--- src/rtl/sky130_as_sc_hs_cell_bist.sv ---
// BIST sequencer: sweeps 16 vectors into one selected hs cell and checks it against a golden model.
// Optional build macro CELL_BIST_STOP_ON_FAIL_EN ends the run at the first mismatching vector.
module sky130_as_sc_hs_cell_bist #(
  parameter int N_CELLS    = 8,
  parameter int SETTLE_CYC = 2
) (
  input  logic               CLK,
  input  logic               RST,
  input  logic               START,
  input  logic [2:0]         CELL_SEL,
  output logic [3:0]         DUT_IN,
  input  logic [N_CELLS-1:0] DUT_OUT,
  output logic               BUSY,
  output logic               DONE,
  output logic               PASS,
  output logic [4:0]         ERR_CNT,
  output logic [3:0]         FAIL_VEC
);

  typedef enum logic [1:0] {
    S_IDLE   = 2'd0,
    S_SETTLE = 2'd1,
    S_CHECK  = 2'd2,
    S_FIN    = 2'd3
  } state_t;

  localparam logic [3:0] SETTLE_LAST = 4'(SETTLE_CYC - 1);

  state_t     state_q, state_d;
  logic [2:0] sel_q, sel_d;
  logic [3:0] dut_in_q, dut_in_d;
  logic [3:0] cnt_q, cnt_d;
  logic       busy_q, busy_d;
  logic       done_q, done_d;
  logic       pass_q, pass_d;
  logic [4:0] err_cnt_q, err_cnt_d;
  logic [3:0] fail_vec_q, fail_vec_d;

  logic [7:0] gold_all;
  logic [7:0] cut_ext;
  logic       mismatch;
  logic       start_sel_ok;
  logic       run_sel_ok;

  function automatic logic golden(input logic [2:0] idx, input logic [3:0] v);
    logic a, b, c, d, g;
    a = v[0];
    b = v[1];
    c = v[2];
    d = v[3];
    g = 1'b0;
    case (idx)
      3'd0: g = ~a;
      3'd1: g = ~(a & b);
      3'd2: g = ~(a | b);
      3'd3: g = a ~^ b;
      3'd4: g = (a & b) | (b & c) | (a & c);
      3'd5: g = ~((a & b) | c | d);
      3'd6: g = ~((a | b) & c & d);
      3'd7: g = c ? b : a;
    endcase
    return g;
  endfunction

  for (genvar gi = 0; gi < 8; gi++) begin : g_gold
    assign gold_all[gi] = golden(3'(gi), dut_in_q);
  end

  // Unpopulated cell slots read as 0; they are never reached because such a selection skips to FIN.
  assign cut_ext      = 8'(DUT_OUT);
  assign mismatch     = cut_ext[sel_q] ^ gold_all[sel_q];
  assign start_sel_ok = int'(CELL_SEL) < N_CELLS;
  assign run_sel_ok   = int'(sel_q) < N_CELLS;

  always_comb begin
    state_d    = state_q;
    sel_d      = sel_q;
    dut_in_d   = dut_in_q;
    cnt_d      = cnt_q;
    busy_d     = busy_q;
    done_d     = done_q;
    pass_d     = pass_q;
    err_cnt_d  = err_cnt_q;
    fail_vec_d = fail_vec_q;
    case (state_q)
      S_IDLE: begin
        if (START) begin
          sel_d      = CELL_SEL;
          done_d     = 1'b0;
          pass_d     = 1'b0;
          err_cnt_d  = '0;
          fail_vec_d = '0;
          dut_in_d   = '0;
          busy_d     = 1'b1;
          cnt_d      = '0;
          state_d    = start_sel_ok ? S_SETTLE : S_FIN;
        end
      end
      S_SETTLE: begin
        cnt_d = cnt_q + 4'd1;
        if (cnt_q == SETTLE_LAST) begin
          state_d = S_CHECK;
        end
      end
      S_CHECK: begin
        if (mismatch) begin
          err_cnt_d = err_cnt_q + 5'd1;
          if (err_cnt_q == 5'd0) begin
            fail_vec_d = dut_in_q;
          end
        end
`ifdef CELL_BIST_STOP_ON_FAIL_EN
        if (mismatch || dut_in_q == 4'hF) begin
          state_d = S_FIN;
        end else begin
          dut_in_d = dut_in_q + 4'd1;
          cnt_d    = '0;
          state_d  = S_SETTLE;
        end
`else
        if (dut_in_q == 4'hF) begin
          state_d = S_FIN;
        end else begin
          dut_in_d = dut_in_q + 4'd1;
          cnt_d    = '0;
          state_d  = S_SETTLE;
        end
`endif
      end
      S_FIN: begin
        busy_d  = 1'b0;
        done_d  = 1'b1;
        pass_d  = (err_cnt_q == 5'd0) && run_sel_ok;
        state_d = S_IDLE;
      end
      default: state_d = S_IDLE;
    endcase
  end

  always_ff @(posedge CLK) begin
    if (RST) begin
      state_q    <= S_IDLE;
      sel_q      <= '0;
      dut_in_q   <= '0;
      cnt_q      <= '0;
      busy_q     <= 1'b0;
      done_q     <= 1'b0;
      pass_q     <= 1'b0;
      err_cnt_q  <= '0;
      fail_vec_q <= '0;
    end else begin
      state_q    <= state_d;
      sel_q      <= sel_d;
      dut_in_q   <= dut_in_d;
      cnt_q      <= cnt_d;
      busy_q     <= busy_d;
      done_q     <= done_d;
      pass_q     <= pass_d;
      err_cnt_q  <= err_cnt_d;
      fail_vec_q <= fail_vec_d;
    end
  end

  assign DUT_IN   = dut_in_q;
  assign BUSY     = busy_q;
  assign DONE     = done_q;
  assign PASS     = pass_q;
  assign ERR_CNT  = err_cnt_q;
  assign FAIL_VEC = fail_vec_q;

endmodule

--- config.mk ---
export PLATFORM = sky130hd
export DESIGN_NAME = sky130_as_sc_hs_cell_bist
export DESIGN_NICKNAME = d
export VERILOG_FILES = /design/src/rtl/sky130_as_sc_hs_cell_bist.sv
export SDC_FILE = /design/constraint.sdc
export NUM_CORES = 1
export LEC_CHECK = 0
export BUFFER_PORTS_ARGS = -buffer_cell sky130_fd_sc_hd__buf_2
export CELL_PAD_IN_SITES_DETAIL_PLACEMENT = 1
export CELL_PAD_IN_SITES_GLOBAL_PLACEMENT = 2
export CORE_ASPECT_RATIO = 1.25
export CORE_MARGIN = 2
export CORE_UTILIZATION = 30
export DETAILED_ROUTE_END_ITERATION = 8
export PLACE_DENSITY_LB_ADDON = 0.1
export SLEW_MARGIN = 20
export SYNTH_ARGS = -nofsm -noshare
export SYNTH_HDL_FRONTEND = slang
export SYNTH_SLANG_ARGS = --single-unit
--- constraint.sdc ---
create_clock -name CLK -period 2.9 [get_ports CLK]
set_input_delay 0.145 -clock CLK [delete_from_list [all_inputs] [get_ports CLK]]
set_output_delay 0.145 -clock CLK [all_outputs]
set_load 0.1 [all_outputs]
After elaboration in Yosys (flattened, before gate mapping)
Index checks and enable logic that the tools add are counted.
- input port bits: 14
- output and inout bits: 16
- bits in registers: 25
- word-level logic and storage cells: 77
- mux-type cells: 25
- equal/unequal tests: 10
- reductions and logical operators: 12
- $add $sub $neg: 3
- $lt $le $gt $ge: 1
- bitwise logic cells: 17
- operator list (cell ; count):
    2-to-1 mux 4 bit ; 5
    case mux 4 bit (2 select lines) ; 2
    case mux 4 bit (3 select lines) ; 1
    2-to-1 mux 5 bit ; 2
    inequality test 2 bit, second input constant ; 5
    case mux 5 bit (2 select lines) ; 1
    AND reduction 3 bit ; 3
    adder 4 x 1 -> 4 bit, second input constant ; 2
    case mux 2 bit (4 select lines) ; 1
    binary-select mux 1 bit (select 3 bit) ; 2
    2-to-1 mux 2 bit ; 3
    case mux 1 bit (2 select lines) ; 3
    AND reduction 2 bit ; 3
    adder 5 x 1 -> 5 bit, second input constant ; 1
    bitwise AND 1 bit ; 5
    logical NOT 5 bit ; 1
    2-to-1 mux 1 bit ; 5
    inverter 1 bit ; 5
    bitwise OR 1 bit ; 5
    equality test 2 bit, second input constant ; 2
    equality test 4 x 1 -> 1 bit, second input constant ; 1
    equality test 4 bit, second input constant ; 1
    < comparator 3 x 4 -> 1 bit, second input constant ; 1
    AND reduction 4 bit ; 1
    other kinds (6) ; 7

Depth between registers and ports, before layout
Gate-level depths: netlist (run 1).
- depth in word-level cells: 9
- gate-level depth with buffers: 9
- gate-level depth less buffers: 9

Worst setup path before layout (run 1)
Ideal clock, no wire load.
- path kind: flip-flop to flip-flop
- start: reg dut_in_q[0] (netlist: DUT_IN[0])
- end: reg err_cnt_q[3] (netlist: ERR_CNT[3])
- setup time: 162 ps
- data arrival time: 2752 ps
- path buffers: 0
- slack: -14 ps
- stages on the path, launching flop included: 9
- period minus slack after synthesis: 2914 ps
- data required time: 2738 ps
- cells stage by stage: dfxtp_1 > inv_1 > ha_1 > or2b_1 > a32oi_1 > o31ai_1 > xnor2_1 > or2_4 > o41ai_2
- longest elaborated chain between the ends: 9
- elaborated cells between the ends (all ways): 21
- those cells by class: eq/ne (1); mux (3); bitwise (16); reduce/logical (1)
- ends and longest elaborated chain (what ; line ; RTL):
    start, declared ; 31 ; logic [3:0] dut_in_q, dut_in_d;
    start signal, assigned ; 154 ; dut_in_q <= dut_in_d;
    bitwise AND 1 bit or bitwise OR 1 bit (tied branches) ; - ;
    bitwise OR 1 bit or bitwise AND 1 bit (tied branches) (2 in series) ; 58, 59 ;
    inverter 1 bit (on tied branches) ; 58, 59 ;
    binary-select mux 1 bit (select 3 bit) (*) ; 71 ; assign mismatch = cut_ext[sel_q] ^ gold_all[sel_q];
    2-to-1 mux 1 bit (implied by the code) (*) ; 71 ;
    XOR 1 bit (*) ; 71 ;
    inequality test 2 bit (no source line) (*) ; - ;
    AND reduction 3 bit (no source line) (*) ; - ;
    end signal, assigned ; 159 ; err_cnt_q <= err_cnt_d;
    end, declared ; 36 ; logic [4:0] err_cnt_q, err_cnt_d;
Every way passes the cells marked *; elsewhere a longest branch is shown, timed or not. The select of a mux whose other input is x is not followed.
A chain may end at the register's enable or synchronous reset.

Worst setup path in the final report (run 1)
- start: reg dut_in_q[1] (netlist: DUT_IN[1])
- end: reg err_cnt_q[0] (netlist: ERR_CNT[0])
Same word-level chain as after synthesis.

==> results of run 1 <==
## Yosys cell counts (2+ instances only)
library cell	count
o21ai_0	3
clkbuf_1	4
dfxtp_1	25
a21oi_1	15
nor2b_1	3
nand2b_1	3
nor3_1	4
o311ai_1	3
a22o_1	4
nor2_1	20
o21ai_1	2
inv_1	12
ha_1	8
mux4_1	2
nand4_1	2
nand3_1	7
o41ai_1	2
mux2i_1	2
a211oi_1	3
nand2_1	10
xor2_1	3
## layout make-up
| type | count | area (um^2) |
|---|---|---|
| inverter | 13 | 48.8 |
| tap | 58 | 72.6 |
| multi-input combinational | 114 | 782 |
| clock inverter | 1 | 5.00 |
| clock buffer | 3 | 41.3 |
| timing repair buffer | 30 | 153 |
| fill | 544 | 2790 |
| sequential | 25 | 502 |
## stage by stage
stage	hold WS, ps	util
final	104	0.365
after global routing	116	0.365
after CTS	101	0.365
after detailed placement	399	0.355
after global placement	382	0.355
after floorplan	248	-
## flip-flops by register name (all words and copies together) (netlist names)
| signal | cells |
|---|---|
| FAIL_VEC | 4 |
| BUSY | 1 |
| cnt_q | 4 |
| DONE | 1 |
| DUT_IN | 4 |
| PASS | 1 |
| sel_q | 3 |
| state_q | 2 |
| ERR_CNT | 5 |
## per-layer routing
metal,up-vias,share of wire,GRT usage
li1,621,-,-
met1,598,0.45,0.180
met2,21,0.50,0.276
met3,4,0.031,0.0212
met4,0,0.0098,0.0447
met5,-,0,0
## power groups by stage
stage               clock, mW  sequential (mW)  combinational, mW
floorplan                   0            0.379             0.0660
global placement            0            0.373              0.103
detailed placement          0            0.373              0.105
CTS                     0.221            0.365              0.106
global route            0.237            0.368              0.116
finish                  0.214            0.365              0.104
## worst min-delay path: stages
cell and delay, ps:
buf_2 90, nand2_1 50, a21oi_1 50
## kinds of logic (layout without fill, tap and decap cells)
logic type	count (synthesis)	count (layout)	synth area share
adders and majority gates	8	8	0.0735
AOI/OAI and AO/OA	40	40	0.202
buffers and inverters	19	47	0.0588
DFF	25	25	0.367
muxes	5	5	0.0615
xor gates and xnor gates	4	4	0.0257
and+or+nand+nor	57	57	0.211
## path summary, 6_finish.rpt
| path | from | to | cells past startpoint |
|---|---|---|---|
| max | DUT_IN[1] | ERR_CNT[0] | 8 |
| min | CELL_SEL[0] | sel_q[0] | 3 |
| max reg2reg | DUT_IN[1] | ERR_CNT[0] | 8 |
| min reg2reg | FAIL_VEC[2] | FAIL_VEC[2] | 1 |
==> out/results.ini, run 1 <==
[yosys]
async_flop_share=0
yosys-top-cells-area=dfxtp_1 37%, ha_1 7.3%, a21oi_1 5.5%, nor2_1 5.5%, mux4_1 3.9%
synth_area_leader_cell=dfxtp_1
ys_types=42
syn_area_um2=1360
syn_nets=180
ys_seq_elements=25
synth_cells=158
yosysWarnings=0
synth_top_area_frac=0.367
ys_seq_area_frac=0.367
ys.flop_type=dfxtp_1
synth.avg_cell_area_um2=8.62
synth-edff-count=0

[cells_and_area]
n_antenna_cell=0
final_cell_mix=29 x buf_2, 24 x dfxtp_1, 20 x nor2_1
stdcell_count=244
final_area_um2=1600
drive_above_1_share=0.215
final_nets=209
syn_to_final_growth_pct=17.7
mostFrequentLayoutCell=buf_2

[global_routing]
grt_pass1_wl_um=6090
grt.overflow.total=0
grt_usage=0.150
grt_start_max_net_pins=24
antenna_found_initial=0
first_global_vias=1288

[setup_path]
criticalPathCategory=register to register
worstPathCellList=inv_1 > ha_1 > or2b_1 > a32oi_1 > o31ai_1 > xnor2_1 > a211oi_1 > a211oi_1
end_kind=register
critical_path.max_stage_delay_ps=660
arrival_ps=2790
path_max_fanout=9
cp-start-kind=register
crit_top_cell=a211oi_1
critical_path_required_ps=3090
slowest_stage=xnor2_1
critPathBufInv=1
cp_top_family=compound AO/OA/AOI/OAI gates
r2r_setup_slack_ps=300

[routing]
drt_first_pass_iters=4
vias=1244
vias_per_cell=5.10
ant_nets=0
drtIter0Drc=48
routedWlPerCell_um=14.2
drcViolationCount=0
routed_wl_um=3470

[power]
combPwrFrac=0.152
peakVddDrop_mv=0.135
p_sw_mw=0.199
seqPwrFrac=0.534
switching_share=0.292
intPower_mw=0.483
powerDensity_nw_per_um2=425
pwr-share-clk=0.314
leakage_nw=0.673
power.total_mw=0.682

[placement]
dp_slack_ps=345
portBuffers=29
dp.cells=240
dp_hpwl_um=2670
dpl-instance-area_um2=1560
place_congestion=0.833

[floorplanning]
initial_core_util=0.310
die_w_um=64.3
die_height_um=79.4
dieArea_um2=5100
rows=27
pin_count=30
core_um2=4390

[timing]
slew_headroom=0.453
worst_slack_ps=299
fin_worst_skew_ps=1.80
post-route-period-util=0.897
worst_slew_pin_slew_ps=815
rsz0062_at_grt=no
clock.fmax_mhz=385
finalHoldViolations=0
final_max_slew_viol_count=0
finalSetupViolations=0
min_period_ps=2600
setup_tns_ps=0

[clock_network]
clock-sinks=25
cts_buffers=3
cts-resized-gates=0
clockRootBuffer=clkbuf_8
hold_buffers=0
clk_path_buf_depth=2
post_cts_buffers=0
cts.htree.levels=1
insertion_delay_ps=270
cts_tree=yes
cts.clk_slew.worst_paths_ps=90

[flow_run]
maxCapViolCount=0

[worst_hold_path]
hold_path.class=primary input to register

[status]
status=complete, no violations

No activity file was read; power rests on OpenSTA's default activity.
==> inputs of run 2 (changes only) <==
--- a/config.mk
+++ b/config.mk
@@ -6,13 +6,14 @@
 export NUM_CORES = 1
 export LEC_CHECK = 0
 export BUFFER_PORTS_ARGS = -buffer_cell sky130_fd_sc_hd__buf_2
-export CELL_PAD_IN_SITES_DETAIL_PLACEMENT = 1
+export CELL_PAD_IN_SITES_DETAIL_PLACEMENT = 2
 export CELL_PAD_IN_SITES_GLOBAL_PLACEMENT = 2
 export CORE_ASPECT_RATIO = 1.25
 export CORE_MARGIN = 2
 export CORE_UTILIZATION = 30
 export DETAILED_ROUTE_END_ITERATION = 8
 export PLACE_DENSITY_LB_ADDON = 0.1
+export SKIP_LAST_GASP = 1
 export SLEW_MARGIN = 20
 export SYNTH_ARGS = -nofsm -noshare
 export SYNTH_HDL_FRONTEND = slang
==> run 2 against run 1 <==
  * Final area stayed put
  * Global-route usage is 1.4 points higher
  * Utilization stayed put
  * Non-clock buffer count stayed put
  * Critical path depth stayed put
  * Setup slack better by 35 ps
  * Via count is 2.1% higher
  * Sequential power hardly changed
  * Maximum frequency is 1.4% higher
==> out/results.ini, run 2 (same netlist as run 1, synthesis figures left out) <==
[cells_and_area]
mostFrequentLayoutCell=buf_2
syn_to_final_growth_pct=17.7
drive_above_1_share=0.215
fillers=528
n_antenna_cell=0
final_nets=209
largest_reg_flops=5
final_cell_mix=29 x buf_2, 24 x dfxtp_1, 20 x nor2_1

[timing]
finalSetupViolations=0
worst_slew_pin_slew_ps=780
setup_tns_ps=0
final_max_slew_viol_count=0
slew_headroom=0.476
fin_worst_skew_ps=3.72
clock.fmax_mhz=390
finalHoldViolations=0
min_period_ps=2570
worst_slack_ps=335
rsz0062_at_grt=no
post-route-period-util=0.885

[setup_path]
cp-start-kind=register
r2r_setup_slack_ps=330
crit_top_cell=a211oi_1
path_max_fanout=9
slowest_stage=xnor2_1
criticalPathCategory=register to register
r2r_cells=8
reg2reg_to=ERR_CNT[0]
cp_top_family=compound AO/OA/AOI/OAI gates
critical_path_required_ps=3090
reg2reg_from=DUT_IN[1]
worstPathCellList=inv_1 > ha_1 > or2b_1 > a32oi_1 > o31ai_1 > xnor2_1 > a211oi_1 > a211oi_1
arrival_ps=2750
critical_path.max_stage_delay_ps=630
critPathBufInv=1
end_kind=register

[clock_network]
clockRootBuffer=clkbuf_8
cts-resized-gates=0
clock-sinks=25
clk_path_buf_depth=2
cts_buffers=3
hold_buffers=0
insertion_delay_ps=270
cts.htree.levels=1
cts_tree=yes
cts.clk_slew.worst_paths_ps=90
post_cts_buffers=0

[routing]
vias_per_cell=5.20
ant_nets=0
routed_wl_um=3910
drcViolationCount=0
routedWlPerCell_um=16.0
vias=1270
drt_first_pass_iters=2
drtIter0Drc=11

[global_routing]
grt_start_max_net_pins=24
top_usage_layer=met2
met3_usage=0.0255
grt_use_met2=0.313
use_met1=0.185
grt_pass1_wl_um=6640
grt_usage=0.164
first_global_vias=1419
antenna_found_initial=0
grt.overflow.total=0

[worst_hold_path]
hp-start=CELL_SEL[1]
whs_endpoint=sel_q[1]
whs_path_depth=3
hold_path.class=primary input to register

[floorplanning]
core_um2=4390
die_w_um=64.3
die_height_um=79.4
pin_count=30
dieArea_um2=5100
rows=27
initial_core_util=0.310

[power]
powerDensity_nw_per_um2=427
power.total_mw=0.684
peakVddDrop_mv=0.140
leakage_nw=0.673

[placement]
place_congestion=0.833
dp_hpwl_um=3050
dp_slack_ps=345
portBuffers=29

[status]
status=complete, no violations

[flow_run]
maxCapViolCount=0

[run 2: worst register-to-register path, stage by stage (launching register included)]
cell      delay, ps
dfxtp_1         500
inv_1            80
ha_1            300
or2b_1          230
a32oi_1         200
o31ai_1         110
xnor2_1         630
a211oi_1        170
a211oi_1        260
[run 2: stage by stage]
| stage | instances | hold WS, ps | util | cell area, um^2 |
|---|---|---|---|---|
| after floorplan | 158 | 248 | - | 1360 |
| after global placement | 240 | 382 | 0.355 | 1560 |
| after detailed placement | 240 | 402 | 0.355 | 1560 |
| after CTS | 244 | 109 | 0.365 | 1600 |
| after global routing | 244 | 101 | 0.365 | 1600 |
| final | 244 | 112 | 0.365 | 1600 |
[run 2: worst max-delay path by stage]
stage               slack (ps)  startpoint          end  depth (start not counted)
floorplan                   40   DUT_IN[1]   ERR_CNT[3]                          8
global placement           480   DUT_IN[1]  FAIL_VEC[1]                          8
detailed placement         340   DUT_IN[1]   ERR_CNT[0]                          8
CTS                        320   DUT_IN[1]   ERR_CNT[0]                          8
global route               150   DUT_IN[1]   ERR_CNT[0]                          8
finish                     330   DUT_IN[1]   ERR_CNT[0]                          8
[run 2: power by group]
part	internal, mW	switching, mW
Sequential	0.351	0.0142
Clock	0.0963	0.118
Combinational	0.0362	0.0688
Total	0.484	0.201
[run 2: area by class of cell]
class	count	area, um^2	share of cell area
well taps	58	72.6	0.0452
clock inverters	1	5.00	0.00312
clock buffers	3	41.3	0.0257
multi-input cells	114	782	0.488
inverters	13	48.8	0.0304
flip-flops and latches	25	502	0.313
repair buffers	30	153	0.0952
[run 2: per-layer routing]
layer,vias up,wire length [um]
li1,622,-
met1,625,1660
met2,19,2090
met3,4,128
met4,0,36
met5,-,0
